--- config.mk ---
export PLATFORM = sky130hd
export DESIGN_NAME = shifter_right_seq
export DESIGN_NICKNAME = d
export VERILOG_FILES = /design/src/rtl/shifter_right_seq.sv
export SDC_FILE = /design/constraint.sdc
export NUM_CORES = 1
export LEC_CHECK = 0
export ABC_AREA = 0
export CAP_MARGIN = 10
export CORE_MARGIN = 2
export CORE_UTILIZATION = 46
export CTS_CLUSTER_DIAMETER = 100
export DETAILED_ROUTE_END_ITERATION = 8
export GPL_TIMING_DRIVEN = 0
export PLACE_DENSITY = 0.95
export SYNTH_ARGS = -nofsm -noshare
export SYNTH_HDL_FRONTEND = slang
export SYNTH_SLANG_ARGS = --single-unit
--- constraint.sdc ---
create_clock -name clk_i -period 3.7 [get_ports clk_i]
set_input_delay 1.11 -clock clk_i [delete_from_list [all_inputs] [get_ports clk_i]]
set_output_delay 1.11 -clock clk_i [all_outputs]
set_load 0.1 [all_outputs]
--- src/rtl/shifter_right_seq.sv ---
// Sequential right shifter: logical or arithmetic, one bit per clock by default.
// Define SHIFTER_RIGHT_MULTISTEP_EN to shift 4 bits per clock while 4 or more remain.
module shifter_right_seq #(
    parameter int DATA_WIDTH  = 32,
    parameter int SHIFT_WIDTH = 5
) (
    input  logic                   clk_i,
    input  logic                   rst_i,
    input  logic                   start_i,
    input  logic                   arith_i,
    input  logic [DATA_WIDTH-1:0]  data_i,
    input  logic [SHIFT_WIDTH-1:0] shift_value_i,
    output logic                   busy_o,
    output logic                   done_o,
    output logic [DATA_WIDTH-1:0]  data_o
);

    localparam logic [1:0] ST_IDLE  = 2'd0;
    localparam logic [1:0] ST_SHIFT = 2'd1;
    localparam logic [1:0] ST_DONE  = 2'd2;

    logic [1:0]             r_state;
    logic [DATA_WIDTH-1:0]  r_data;
    logic [SHIFT_WIDTH-1:0] r_count;
    logic                   r_fill;
    logic                   r_busy;
    logic                   r_done;

    logic [SHIFT_WIDTH-1:0] w_step;
    logic [SHIFT_WIDTH-1:0] w_count_dec;
    logic [DATA_WIDTH-1:0]  w_mask;
    logic [DATA_WIDTH-1:0]  w_shifted;
    logic [1:0]             w_state_nxt;
    logic [DATA_WIDTH-1:0]  w_data_nxt;
    logic [SHIFT_WIDTH-1:0] w_count_nxt;
    logic                   w_fill_nxt;

    // Step size for this cycle.
    always_comb begin
        w_step = SHIFT_WIDTH'(1'd1);
`ifdef SHIFTER_RIGHT_MULTISTEP_EN
        if (r_count >= SHIFT_WIDTH'(3'd4)) begin
            w_step = SHIFT_WIDTH'(3'd4);
        end else begin
            w_step = SHIFT_WIDTH'(1'd1);
        end
`endif
    end

    // One shift step; vacated MSBs take the fill bit captured at acceptance.
    always_comb begin
        w_mask      = ~({DATA_WIDTH{1'b1}} >> w_step);
        w_shifted   = (r_data >> w_step) | (w_mask & {DATA_WIDTH{r_fill}});
        w_count_dec = r_count - w_step;
    end

    // Next-state logic; start is only honoured from IDLE or DONE.
    always_comb begin
        w_state_nxt = r_state;
        w_data_nxt  = r_data;
        w_count_nxt = r_count;
        w_fill_nxt  = r_fill;
        case (r_state)
            ST_IDLE, ST_DONE: begin
                if (start_i) begin
                    w_data_nxt  = data_i;
                    w_count_nxt = shift_value_i;
                    w_fill_nxt  = arith_i & data_i[DATA_WIDTH-1];
                    if (shift_value_i != {SHIFT_WIDTH{1'b0}}) begin
                        w_state_nxt = ST_SHIFT;
                    end else begin
                        w_state_nxt = ST_DONE;
                    end
                end else begin
                    w_state_nxt = ST_IDLE;
                end
            end
            ST_SHIFT: begin
                w_data_nxt  = w_shifted;
                w_count_nxt = w_count_dec;
                if (w_count_dec == {SHIFT_WIDTH{1'b0}}) begin
                    w_state_nxt = ST_DONE;
                end else begin
                    w_state_nxt = ST_SHIFT;
                end
            end
            default: begin
                w_state_nxt = ST_IDLE;
            end
        endcase
    end

    // State and datapath registers; status flags are registered from the next state.
    always_ff @(posedge clk_i or posedge rst_i) begin
        if (rst_i) begin
            r_state <= ST_IDLE;
            r_data  <= {DATA_WIDTH{1'b0}};
            r_count <= {SHIFT_WIDTH{1'b0}};
            r_fill  <= 1'b0;
            r_busy  <= 1'b0;
            r_done  <= 1'b0;
        end else begin
            r_state <= w_state_nxt;
            r_data  <= w_data_nxt;
            r_count <= w_count_nxt;
            r_fill  <= w_fill_nxt;
            r_busy  <= (w_state_nxt == ST_SHIFT);
            r_done  <= (w_state_nxt == ST_DONE);
        end
    end

    assign busy_o = r_busy;
    assign done_o = r_done;
    assign data_o = r_data;

endmodule

-- Word-level counts from Yosys, hierarchy flattened
Cells that the tools add are included.
- reduce and logical (&&, ||, !) cells: 7
- equality and inequality tests: 5
- bitwise logic cells: 2
- $add $sub $neg: 1
- multiplexer cells: 8
- operators with widths (operator ; count):
    $pmux W32 S2 ; 1
    $mux W32 ; 1
    $or A31 B32 Y32 ; 1
    $pmux W5 S2 ; 1
    $mux W2 ; 3
    $logic_not A5 Y1 ; 1
    $mux W5 ; 1
    $reduce_bool A5 Y1 ; 1
    $sub A5 B1 Y5 const B ; 1
    $eq A2 B1 Y1 const B ; 2
    $eq A2 B2 Y1 const B ; 2
    $pmux W2 S2 ; 1
    $reduce_and A2 Y1 ; 2
    $logic_not A2 Y1 ; 1
    $ne A2 B2 Y1 const B ; 1
    $reduce_bool A2 Y1 ; 1
    $reduce_or A2 Y1 ; 1
    $and A1 B1 Y1 ; 1
- input bits: 41
- logic and storage cells: 29
- bits in registers: 42

-- Longest topological paths before layout
- word-level depth: 5
- depth in mapped cells: 6
- depth with buffers taken out: 6

-- Worst setup path before layout
OpenSTA, ideal clock, no wires.
- kind: register to output
- start point: register r_data[10], in the netlist data_o[10]
- end point: output data_o[10]
- cell stages (with the launch flop): 1
- path buffers: 0
- arrival: 0.913 ns
- setup slack: 1.677 ns
- cells stage by stage: dfrtp_1
- RTL lines (item ; RTL line ; source):
    from (decl) ; 23 ; logic [DATA_WIDTH-1:0] r_data;
    from (signal assigned) ; 97 ; r_data <= {DATA_WIDTH{1'b0}};
    from (signal assigned) ; 104 ; r_data <= w_data_nxt;
    to (decl) ; 15 ; output logic [DATA_WIDTH-1:0] data_o
No word-level cell between the ends.

-- Worst setup path after layout
- start point: register r_data[18], in the netlist data_o[18]
- end point: output data_o[18]
No word-level cell between the ends.

==> flow_summary_export.csv <==
group,metric,value,unit
run_status,status,"complete, no violations",
sta,setup_viol,0,
sta,tightest_slew,999.8,ps
cts,clockRootBuffer,"clkbuf_8",
final_layout,drive_above_1_share,9.489,%
grt,grt_usage,21.89,%
floorplan,core.rowCount,23,
grt,antenna_found_initial,0,
sta,rsz0062_at_grt,"false",
final_layout,syn2layout_area_growth,49.66,%
critical_path,cp_top_family,"buffers and inverters",
final_layout,n_antenna_cell,0,
critical_path,critPathMaxFanout,3,
synth,synth_top_cell_by_area,"dfrtp_1",
placed_design,hpwlAfterDp,3399,µm
route,avgRoutedWirePerCell,14.44,µm
synth,ys_types,28,
grt,grt_util_met2,38.12,%
critical_path,critPathSlowestCell,"clkdlybuf4s50_1",
synth,synthTopCellsByCount,"nor2_1, dfrtp_1, o22ai_1",
critical_path,cp-end-kind,"output pin",
route,dr.pass1.iters,4,
floorplan,coreArea,3943,µm²
floorplan,start_util,46.78,%
synth,async_flop_share,100.0,%
floorplan,boundaryPins,75,
synth,synth_edf_count,0,
route,drcViolationCount,0,
route,vias,1731,
critical_path,path_buf_inv,1,
cts,clk_latency,290,ps
cts,clk_path_buf_depth,2,
synth,ys_warn_count,0,
worst_hold_path,min_path_type,"reg2reg",
synth,synth_cells,193,
sta,finClkSkew,5.322,ps
synth,synth.most_common_cell,"nor2_1",
cts,path_clk_slew,70,ps
synth,ys_seq_area_share,56.99,%
sta,slew_viol_final,0,
synth,syn_area,1844,µm²
cts,tritoncts,"built",
grt,gr-total-overflow,0,
critical_path,crit_arrival,1840,ps
route,via_per_inst,5.343,
critical_path,max_stage_delay,1150,ps
grt,grtUsageMet1,26.82,%
sta,post-route-min-period,2952,ps
cts,ctsHoldBuffers,0,
synth,synth_ff_type,"dfrtp_1",
floorplan,fp.dieH,67.32,µm
sta,slew_headroom,33.14,%
synth,avgSynthCellArea,9.556,µm²
critical_path,worst-setup-path-type,"reg2out",
placed_design,dp_slack,1076,ps
critical_path,cp_cell_sequence,"clkdlybuf4s50_1",
grt,grt_start_max_net_pins,43,
critical_path,startpoint_type,"flip-flop",
cts,postCtsSetupRepairBufs,0,
cts,numCtsBuffers,5,
grt,gr-usage-met3,5.667,%
synth,synth-seq-cells,42,
route,first_iter_violations,84,
grt,top_usage_layer,"met2",
flow_run,drv_cap,0,
sta,setup_slack,747.7,ps
synth,synth_top_area_share,56.99,%
final_layout,layout.area.seq,1051,µm²
synth,syn-num-nets,236,
sta,fin_crit_sh,79.79,%
final_layout,multiInputGateArea,708.2,µm²
cts,cts-resized-gates,0,
grt,grt_pass1_wl,7334,µm
final_layout,nets,317,
placed_design,portBuffers,74,
sta,hold_viol,0,
route,ant_nets,0,
cts,htree_levels,2,
sta,tns,0,ps
final_layout,fill_cells,320,
cts,clock-sinks,42,
floorplan,die_area,4532,µm²
route,route.final.wire_length,4680,µm
sta,fmax,338.7,MHz
critical_path,worstPathRequired,2590,ps
synth,synth.area.top_cells,"dfrtp_1, nor2_1, o22ai_1",
floorplan,die_width,67.32,µm
placed_design,gp_congestion,0.7456,
grt,grt_pass1_vias,1601,
## cell type report
| type | instances | share of cell area (%) |
|---|---|---|
| Tap cell | 50 | 2.267 |
| Clock inverter | 1 | 1.088 |
| Buffer | 13 | 2.539 |
| Sequential cell | 42 | 38.08 |
| Clock buffer | 6 | 2.992 |
| Timing Repair Buffer | 74 | 26.84 |
| Multi-Input combinational cell | 134 | 25.66 |
| Inverter | 4 | 0.5440 |
## flip-flops by register name (all words and copies together) (netlist names)
signal   count
busy_o       1
data_o      32
done_o       1
r_count      5
r_fill       1
r_state      2
## cells by family (layout without fill, tap and decap cells)
group                    after synthesis  count (layout)  synth area share (%)
adder cells (fa/ha/maj)                2               2                 1.357
XOR/XNOR                               2               2                0.9500
AND/OR/NAND/NOR                       83              83                 19.40
flip-flops                            42              42                 56.99
AO/OA/AOI/OAI                         46              46                 16.15
buffers and inverters                 17              98                 4.613
multiplexers                           1               1                0.5428
## layer usage
layer	vias up	share of wire, %
li1	834	-
met2	59	51
met3	5	6.3
met5	-	0
met1	833	41
met4	0	1.1
## placed cells by master (no fill, tap or decap), types with 2 or more instances in the layout
master            n
a21oi_1           2
a221o_1           2
a32o_1            2
buf_2            11
buf_4             2
clkbuf_8          6
clkdlybuf4s50_1  74
dfrtp_1          42
ha_1              2
inv_1             3
nand2_1           7
nand2b_1          2
nor2_1           64
o21ai_0           5
o22ai_1          32
xor2_1            2
## stage by stage
stage / cells / hold slack [ps] / util, % / cell area (µm²)
CTS: 324 / 490.1 / 70.01 / 2760
global route: 324 / 528.3 / 70.01 / 2760
global placement: 317 / 448.8 / 67.15 / 2648
floorplan: 193 / 438.0 / - / 1844
finish: 324 / 482.4 / 70.01 / 2760
detailed placement: 317 / 473.0 / 67.15 / 2648
## path summary, 6_finish.rpt
kind | from | end | slack [ps] | depth (start not counted)
setup / recovery | data_o[18] | data_o[18] | 750 | 1
hold / removal | r_fill | r_fill | 480 | 2
setup reg to reg | r_count[0] | done_o | 2080 | 5
hold reg to reg | r_fill | r_fill | 480 | 2
max in group asynchronous | rst_i | r_state[1] | 1850 | 2
min in group asynchronous | rst_i | data_o[28] | 1310 | 2
Power is left out: the tool's default activity adds up to more than one toggle a clock period on the data nets, which glitch-free logic cannot reach.
